==> src/rtl/fix2float_pkg.sv <==
// Shared helpers for the fix2float arbiter: port-width functions, float zero
// constants and the round-robin next-pointer function.
package fix2float_pkg;

   localparam logic [31:0] FLOAT_POS_ZERO = 32'h0000_0000;
   localparam logic [31:0] FLOAT_NEG_ZERO = 32'h8000_0000;

   function automatic int calcFw(input int intBits, input int fracBits);
      return intBits + fracBits + 1;
   endfunction

   function automatic int calcIw(input int numReq);
      return (numReq <= 2) ? 1 : $clog2(numReq);
   endfunction

   function automatic int rrNextPtr(input int grant, input int numReq);
      return (grant + 1 >= numReq) ? 0 : grant + 1;
   endfunction

endpackage

==> src/rtl/fix2float.sv <==
// Combinational signed fixed-point to IEEE754 single converter.
// Mantissa is truncated; a zero magnitude yields a signed zero.
module fix2float
   import fix2float_pkg::*;
#(
   parameter int INT_BITS  = 4,
   parameter int FRAC_BITS = 30,
   localparam int FW = calcFw(INT_BITS, FRAC_BITS),
   localparam int MW = FW - 1
)(
   input  logic [FW-1:0] fixed_i,
   output logic [31:0]   float_o
);

   logic          sign;
   logic [MW-1:0] mag;
   logic [MW-1:0] norm;
   logic [MW+22:0] wide;
   logic [22:0]   mant;
   logic [7:0]    expo;
   int            lead;

   // Leading-one position sets the exponent; shifting it to the top of a
   // wide window leaves the 23 fraction bits directly below it.
   always_comb begin
      sign = fixed_i[FW-1];
      mag  = sign ? ((~fixed_i[MW-1:0]) + MW'(1)) : fixed_i[MW-1:0];
      lead = 0;
      for (int b = 0; b < MW; b++) begin
         if (mag[b]) begin
            lead = b;
         end
      end
      norm = mag << (MW - 1 - lead);
      wide = {norm, 23'b0} >> (MW - 1);
      mant = 23'(wide);
      expo = 8'(lead - FRAC_BITS + 127);
      if (mag == '0) begin
         float_o = sign ? FLOAT_NEG_ZERO : FLOAT_POS_ZERO;
      end else begin
         float_o = {sign, expo, mant};
      end
   end

endmodule

==> src/rtl/rr_arbiter.sv <==
// Round-robin grant: first valid requester at or after the pointer, with wrap.
// The pointer advances past the grantee only when the grant is accepted.
module rr_arbiter
   import fix2float_pkg::*;
#(
   parameter int NUM_REQ = 4,
   localparam int IW = calcIw(NUM_REQ)
)(
   input  logic               clk_i,
   input  logic               rst_n_i,
   input  logic               enable_i,
   input  logic [NUM_REQ-1:0] valid_i,
   output logic [NUM_REQ-1:0] ready_o,
   output logic [IW-1:0]      grant_o,
   output logic               accept_o
);

   logic [IW-1:0] ptr_q;
   logic [IW-1:0] ptr_d;
   logic [IW-1:0] grantIdx;
   logic          found;

   always_comb begin
      found    = 1'b0;
      grantIdx = '0;
      for (int k = 0; k < NUM_REQ; k++) begin
         if (!found && valid_i[(int'(ptr_q) + k) % NUM_REQ]) begin
            found    = 1'b1;
            grantIdx = IW'((int'(ptr_q) + k) % NUM_REQ);
         end
      end
   end

   assign accept_o = enable_i && found;
   assign grant_o  = grantIdx;

   always_comb begin
      ready_o = '0;
      ptr_d   = ptr_q;
      if (accept_o) begin
         ready_o[grantIdx] = 1'b1;
         ptr_d             = IW'(rrNextPtr(int'(grantIdx), NUM_REQ));
      end
   end

   always_ff @(posedge clk_i or negedge rst_n_i) begin
      if (!rst_n_i) begin
         ptr_q <= '0;
      end else begin
         ptr_q <= ptr_d;
      end
   end

endmodule

==> src/rtl/fix2float_arbiter.sv <==
// Shares one fix2float converter among NUM_REQ requesters with round-robin
// arbitration. Define FIX2FLOAT_ARB_PIPE_EN to add an input register stage.
module fix2float_arbiter
   import fix2float_pkg::*;
#(
   parameter int NUM_REQ   = 4,
   parameter int INT_BITS  = 4,
   parameter int FRAC_BITS = 30,
   localparam int FW = calcFw(INT_BITS, FRAC_BITS),
   localparam int IW = calcIw(NUM_REQ)
)(
   input  logic                  clk_i,
   input  logic                  rst_n_i,
   input  logic [NUM_REQ-1:0]    req_valid_i,
   output logic [NUM_REQ-1:0]    req_ready_o,
   input  logic [NUM_REQ*FW-1:0] req_fixed_i,
   output logic                  rsp_valid_o,
   input  logic                  rsp_ready_i,
   output logic [31:0]           rsp_float_o,
   output logic [IW-1:0]         rsp_id_o,
   output logic                  busy_o
);

   logic          rstDone_q;
   logic          outAccept;
   logic          arbEnable;
   logic          arbAccept;
   logic [IW-1:0] grantIdx;
   logic [FW-1:0] grantFixed;
   logic [FW-1:0] convFixed;
   logic [31:0]   convFloat;
   logic [IW-1:0] convId;
   logic          convValid;

   logic          rspValid_q, rspValid_d;
   logic [31:0]   rspFloat_q, rspFloat_d;
   logic [IW-1:0] rspId_q, rspId_d;

   // Requesters see no ready until one clock edge has passed after reset release.
   always_ff @(posedge clk_i or negedge rst_n_i) begin
      if (!rst_n_i) begin
         rstDone_q <= 1'b0;
      end else begin
         rstDone_q <= 1'b1;
      end
   end

   assign outAccept  = !rspValid_q || rsp_ready_i;
   assign grantFixed = req_fixed_i[int'(grantIdx)*FW +: FW];

   rr_arbiter #(
      .NUM_REQ (NUM_REQ)
   ) uArb (
      .clk_i    (clk_i),
      .rst_n_i  (rst_n_i),
      .enable_i (arbEnable),
      .valid_i  (req_valid_i),
      .ready_o  (req_ready_o),
      .grant_o  (grantIdx),
      .accept_o (arbAccept)
   );

`ifdef FIX2FLOAT_ARB_PIPE_EN
   logic          s1Valid_q, s1Valid_d;
   logic [FW-1:0] s1Fixed_q, s1Fixed_d;
   logic [IW-1:0] s1Id_q, s1Id_d;

   assign arbEnable = rstDone_q && (!s1Valid_q || outAccept);

   always_comb begin
      s1Valid_d = s1Valid_q;
      s1Fixed_d = s1Fixed_q;
      s1Id_d    = s1Id_q;
      if (!s1Valid_q || outAccept) begin
         s1Valid_d = arbAccept;
         if (arbAccept) begin
            s1Fixed_d = grantFixed;
            s1Id_d    = grantIdx;
         end
      end
   end

   always_ff @(posedge clk_i or negedge rst_n_i) begin
      if (!rst_n_i) begin
         s1Valid_q <= 1'b0;
         s1Fixed_q <= '0;
         s1Id_q    <= '0;
      end else begin
         s1Valid_q <= s1Valid_d;
         s1Fixed_q <= s1Fixed_d;
         s1Id_q    <= s1Id_d;
      end
   end

   assign convFixed = s1Fixed_q;
   assign convId    = s1Id_q;
   assign convValid = s1Valid_q;
   assign busy_o    = s1Valid_q || rspValid_q;
`else
   assign arbEnable = rstDone_q && outAccept;
   assign convFixed = grantFixed;
   assign convId    = grantIdx;
   assign convValid = arbAccept;
   assign busy_o    = rspValid_q;
`endif

   fix2float #(
      .INT_BITS  (INT_BITS),
      .FRAC_BITS (FRAC_BITS)
   ) uConv (
      .fixed_i (convFixed),
      .float_o (convFloat)
   );

   // Output register holds its payload while stalled and reloads on drain.
   always_comb begin
      rspValid_d = rspValid_q;
      rspFloat_d = rspFloat_q;
      rspId_d    = rspId_q;
      if (outAccept) begin
         rspValid_d = convValid;
         if (convValid) begin
            rspFloat_d = convFloat;
            rspId_d    = convId;
         end
      end
   end

   always_ff @(posedge clk_i or negedge rst_n_i) begin
      if (!rst_n_i) begin
         rspValid_q <= 1'b0;
         rspFloat_q <= '0;
         rspId_q    <= '0;
      end else begin
         rspValid_q <= rspValid_d;
         rspFloat_q <= rspFloat_d;
         rspId_q    <= rspId_d;
      end
   end

   assign rsp_valid_o = rspValid_q;
   assign rsp_float_o = rspFloat_q;
   assign rsp_id_o    = rspId_q;

endmodule

==> config.mk <==
export PLATFORM = sky130hd
export DESIGN_NAME = fix2float_arbiter
export DESIGN_NICKNAME = d
export VERILOG_FILES = /design/src/rtl/fix2float_pkg.sv /design/src/rtl/fix2float.sv /design/src/rtl/rr_arbiter.sv /design/src/rtl/fix2float_arbiter.sv
export SDC_FILE = /design/constraint.sdc
export NUM_CORES = 1
export LEC_CHECK = 0
export CELL_PAD_IN_SITES_DETAIL_PLACEMENT = 1
export CELL_PAD_IN_SITES_GLOBAL_PLACEMENT = 1
export CORE_MARGIN = 5
export CORE_UTILIZATION = 40
export DETAILED_ROUTE_END_ITERATION = 7
export HOLD_SLACK_MARGIN = 0.05
export PLACE_DENSITY = 0.95
export RECOVER_POWER = 100
export SETUP_SLACK_MARGIN = 0.5
export SLEW_MARGIN = 40
export SYNTH_ARGS = -nofsm -noshare
export SYNTH_HDL_FRONTEND = slang
export SYNTH_HIERARCHICAL = 1
export SYNTH_SLANG_ARGS = --single-unit
==> constraint.sdc <==
create_clock -name clk_i -period 11 [get_ports clk_i]
set_input_delay 2.75 -clock clk_i [delete_from_list [all_inputs] [get_ports clk_i]]
set_output_delay 2.75 -clock clk_i [all_outputs]
set_load 0.05 [all_outputs]
==> metrics.txt, run 1 <==
status finished with violations; failing checks capacitance limit, slew limit; clk_lat worst skew around 0.30 ns; # setup viols final 0; routed vias/inst 6.81; Die X approximately 140 µm; Synth Area in Adders around 1.9%; fin nets ~1.0k; register area share after synthesis ~15%; TritonRoute pass-1 iters 6; row cnt 46; Cell variety after synth 96; WL/cell about 27 µm; Routed WL between 20 and 30 mm; H-tree depth 2; Critical Path AT 10.78 ns; # DRC 0; die height approximately 140 µm; initial antenna violation count 1; IO Count approximately 190; layout cells sized above 1 a little under a fifth; first-pass GRT wire length around 40 mm; Mapped Avg Cell Area between 9 and 10 µm²; fin crit share a little over nine tenths; RSZ-0062 raised after global routing yes; Synth async-reset ratio 100%; clock sink total 38; Simple-Gate Fraction of Synth Area 17.6%; Area Growth Syn to Fin 32.8%; Crit. End Element flip-flop; Synth Cell Area 6490 µm²; clk slew on worst S/H paths roughly 0.060 ns; die area roughly 19,000 µm²; max-cap viol count 1; worst hold slack a little under 0.5 ns; CTS tree built; relative slew slack -48.1%; Synth Instances around 700; vias in the first global route roughly 7.4k; hold buffers post-CTS 0; critical path peak fanout 29; setup total negative slack 0 ns; Most used DFF post-synth dfrtp_1; pin count of the biggest net entering global routing 39; #FFs+latches synth 38; Core Footprint roughly 16,000 µm²; number of enable flip-flop cells after synthesis 0; Placed Instances 1,065; Max Root-Sink Buffers 2; CTS Buf Count 5; hold crit path type flip-flop to flip-flop; Clock Skew roughly 0.017 ns; actual slew at the worst max-slew pin ~2.2 ns; Peak Freq 94.8 MHz; post-synthesis compound-gate area fraction between 20% and 30%; largest family of logic cells by synthesized area multiplexers; via count about 7.4k; routability cong. between 0.9 and 1; Port Buffers around 190; critical path class input port to flip-flop; Initial Util between 40 and 50%; initial DRC count ~1k; final slew viol count 39; YS warnings 6; DRT antenna net count 0; dpl hpwl roughly 21 mm; final hold viol count 0; WP data required 11.23 ns; clk root buf clkbuf_16; Final Non-Filler Cells 1,088; GR Util All Layers 27.1%; Worst Setup Start Kind input port; Synthesized Nets 865; mux cell area share after synthesis between 20% and 30%; total gr overflow 0; min Tclk post-route 10.55 ns; XOR/XNOR Fraction of Synth Area 6.44%
[per-stage QoR]
stage,util [%],area [µm²],worst slack (ns)
detailed placement,52.4,8320,-0.138
finish,54.2,8610,0.453
floorplan,-,6490,1.22
CTS,53.4,8490,0.517
global placement,52.4,8320,0.233
global route,54.2,8610,0.226
[sequential cells by signal (all words and copies together), names as in the netlist]
signal       count
busy_o           1
rsp_float_o     32
rsp_id_o         2
rstDone_q        1
uArb/ptr_q       2
[what timing repair did]
item | in CTS | in global routing
setup endpoints to repair | 23 | 23
pin swaps | 1 | 5
setup buffers | 1 | 14
resized for setup | 4 | 9
[layout by cell type (no fill, tap or decap), types with 7 or more instances in the layout]
cell	count
and2_1	10
xnor2_1	21
nor4_1	8
o31ai_1	7
nand2_1	53
o22ai_1	10
mux4_2	39
a22o_1	10
nand3_1	20
a31oi_1	8
mux2i_1	34
dfrtp_1	38
dlygate4sd3_1	41
o21ai_0	26
mux2_2	39
or4_1	8
inv_1	17
a21oi_1	22
ha_1	10
o41ai_1	7
nor3_1	16
xor2_1	23
clkdlybuf4s50_1	144
nand4_1	7
a22oi_1	16
a211oi_1	10
nor2_1	49
buf_4	30
[worst paths after layout]
path	start	to	slack (ns)	depth (start not counted)
setup / recovery	req_valid_i[0]	rsp_float_o[17]	0.45	22
hold / removal	rsp_float_o[5]	rsp_float_o[5]	0.50	1
setup reg to reg	uArb/ptr_q[1]	rsp_float_o[17]	3.05	21
hold reg to reg	rsp_float_o[5]	rsp_float_o[5]	0.50	1
max in group asynchronous	rst_n_i	rsp_float_o[19]	6.62	1
min in group asynchronous	rst_n_i	rsp_float_o[10]	3.12	1
[synthesized netlist by cell type, types with 4 or more instances]
library cell	n	area, µm²
a22o_1	10	87.6
o31ai_1	8	60.1
o22ai_1	10	62.6
dfrtp_1	38	951
or3_1	5	31.3
xor2_1	23	201
a211oi_1	10	75.1
nand4_1	7	43.8
mux4_2	39	878
o21ai_0	26	130
nor2b_1	5	31.3
inv_1	17	63.8
and3_1	5	31.3
nand2_1	52	195
nor3_1	16	80.1
buf_4	4	30.0
a22oi_1	16	120
o41ai_1	8	70.1
nor2_1	49	184
or4_1	8	60.1
o32ai_1	4	35.0
nand3_1	20	100
o21ai_1	4	20.0
a31oi_1	8	50.1
nor4_1	11	68.8
buf_12	4	80.1
and2_1	11	68.8
clkbuf_1	23	86.3
mux2_2	39	439
a211o_1	5	43.8
buf_6	10	113
nand2b_1	6	37.5
ha_1	10	125
mux2i_1	34	340
a21oi_1	23	115
xnor2_1	21	184
or2_2	5	31.3
o211ai_1	6	45.0
mux4_1	6	158
buf_2	18	90.1
[layout make-up]
type	count	area, µm²
fillers	1799	7270
multi-input cells	588	5080
repair buffers	218	2100
flip-flops and latches	38	951
well taps	216	270
clock buffers	5	125
inverters	20	77.6
clock inverters	2	10.0
diodes	1	2.50
[routing by layer]
metal	wire [µm]	global-route usage, %	share of wire, %	up-vias
met5	0	0	0	-
met4	1940	12.3	6.6	0
met3	2730	6.03	9.2	140
met2	14400	47.3	49	583
met1	10500	31.6	36	3588
li1	-	-	-	3100
[critical path, cell delays in order]
cell           delay (ns)
dlygate4sd3_1        0.63
a21oi_1              0.16
o21a_1               0.16
o22a_1               0.45
clkbuf_1             0.39
mux4_2               0.42
or4_1                0.77
or4_4                0.71
o41ai_1              0.49
xnor2_1              0.32
nor2b_1              0.22
buf_4                0.21
inv_4                0.09
o221a_1              0.28
a21oi_2              0.24
buf_4                0.42
or4b_1               0.20
o211ai_2             0.29
nor2_1               0.78
o21ai_0              0.35
a32oi_1              0.25
mux2_2               0.17
[kinds of logic after synthesis]
| group | Yosys count |
|---|---|
| compound gates | 191 |
| flops | 38 |
| mux | 122 |
| buf+inv | 82 |
| fa+ha+maj | 10 |
| simple gates | 218 |
| xor+xnor | 46 |
| other cells | 1 |
Power of run 1 is not shown: default switching activity piles up to over one toggle a cycle in this logic, so the estimate is an artifact.
==> run 2: changes to the inputs <==
--- a/config.mk
+++ b/config.mk
@@ -5,6 +5,7 @@
 export SDC_FILE = /design/constraint.sdc
 export NUM_CORES = 1
 export LEC_CHECK = 0
+export CAP_MARGIN = 30
 export CELL_PAD_IN_SITES_DETAIL_PLACEMENT = 1
 export CELL_PAD_IN_SITES_GLOBAL_PLACEMENT = 1
 export CORE_MARGIN = 5
==> results of run 2 <==
The final DEF is identical to that of run 1; final timing and power are the same.
Power of run 2 is left out for the same reason.
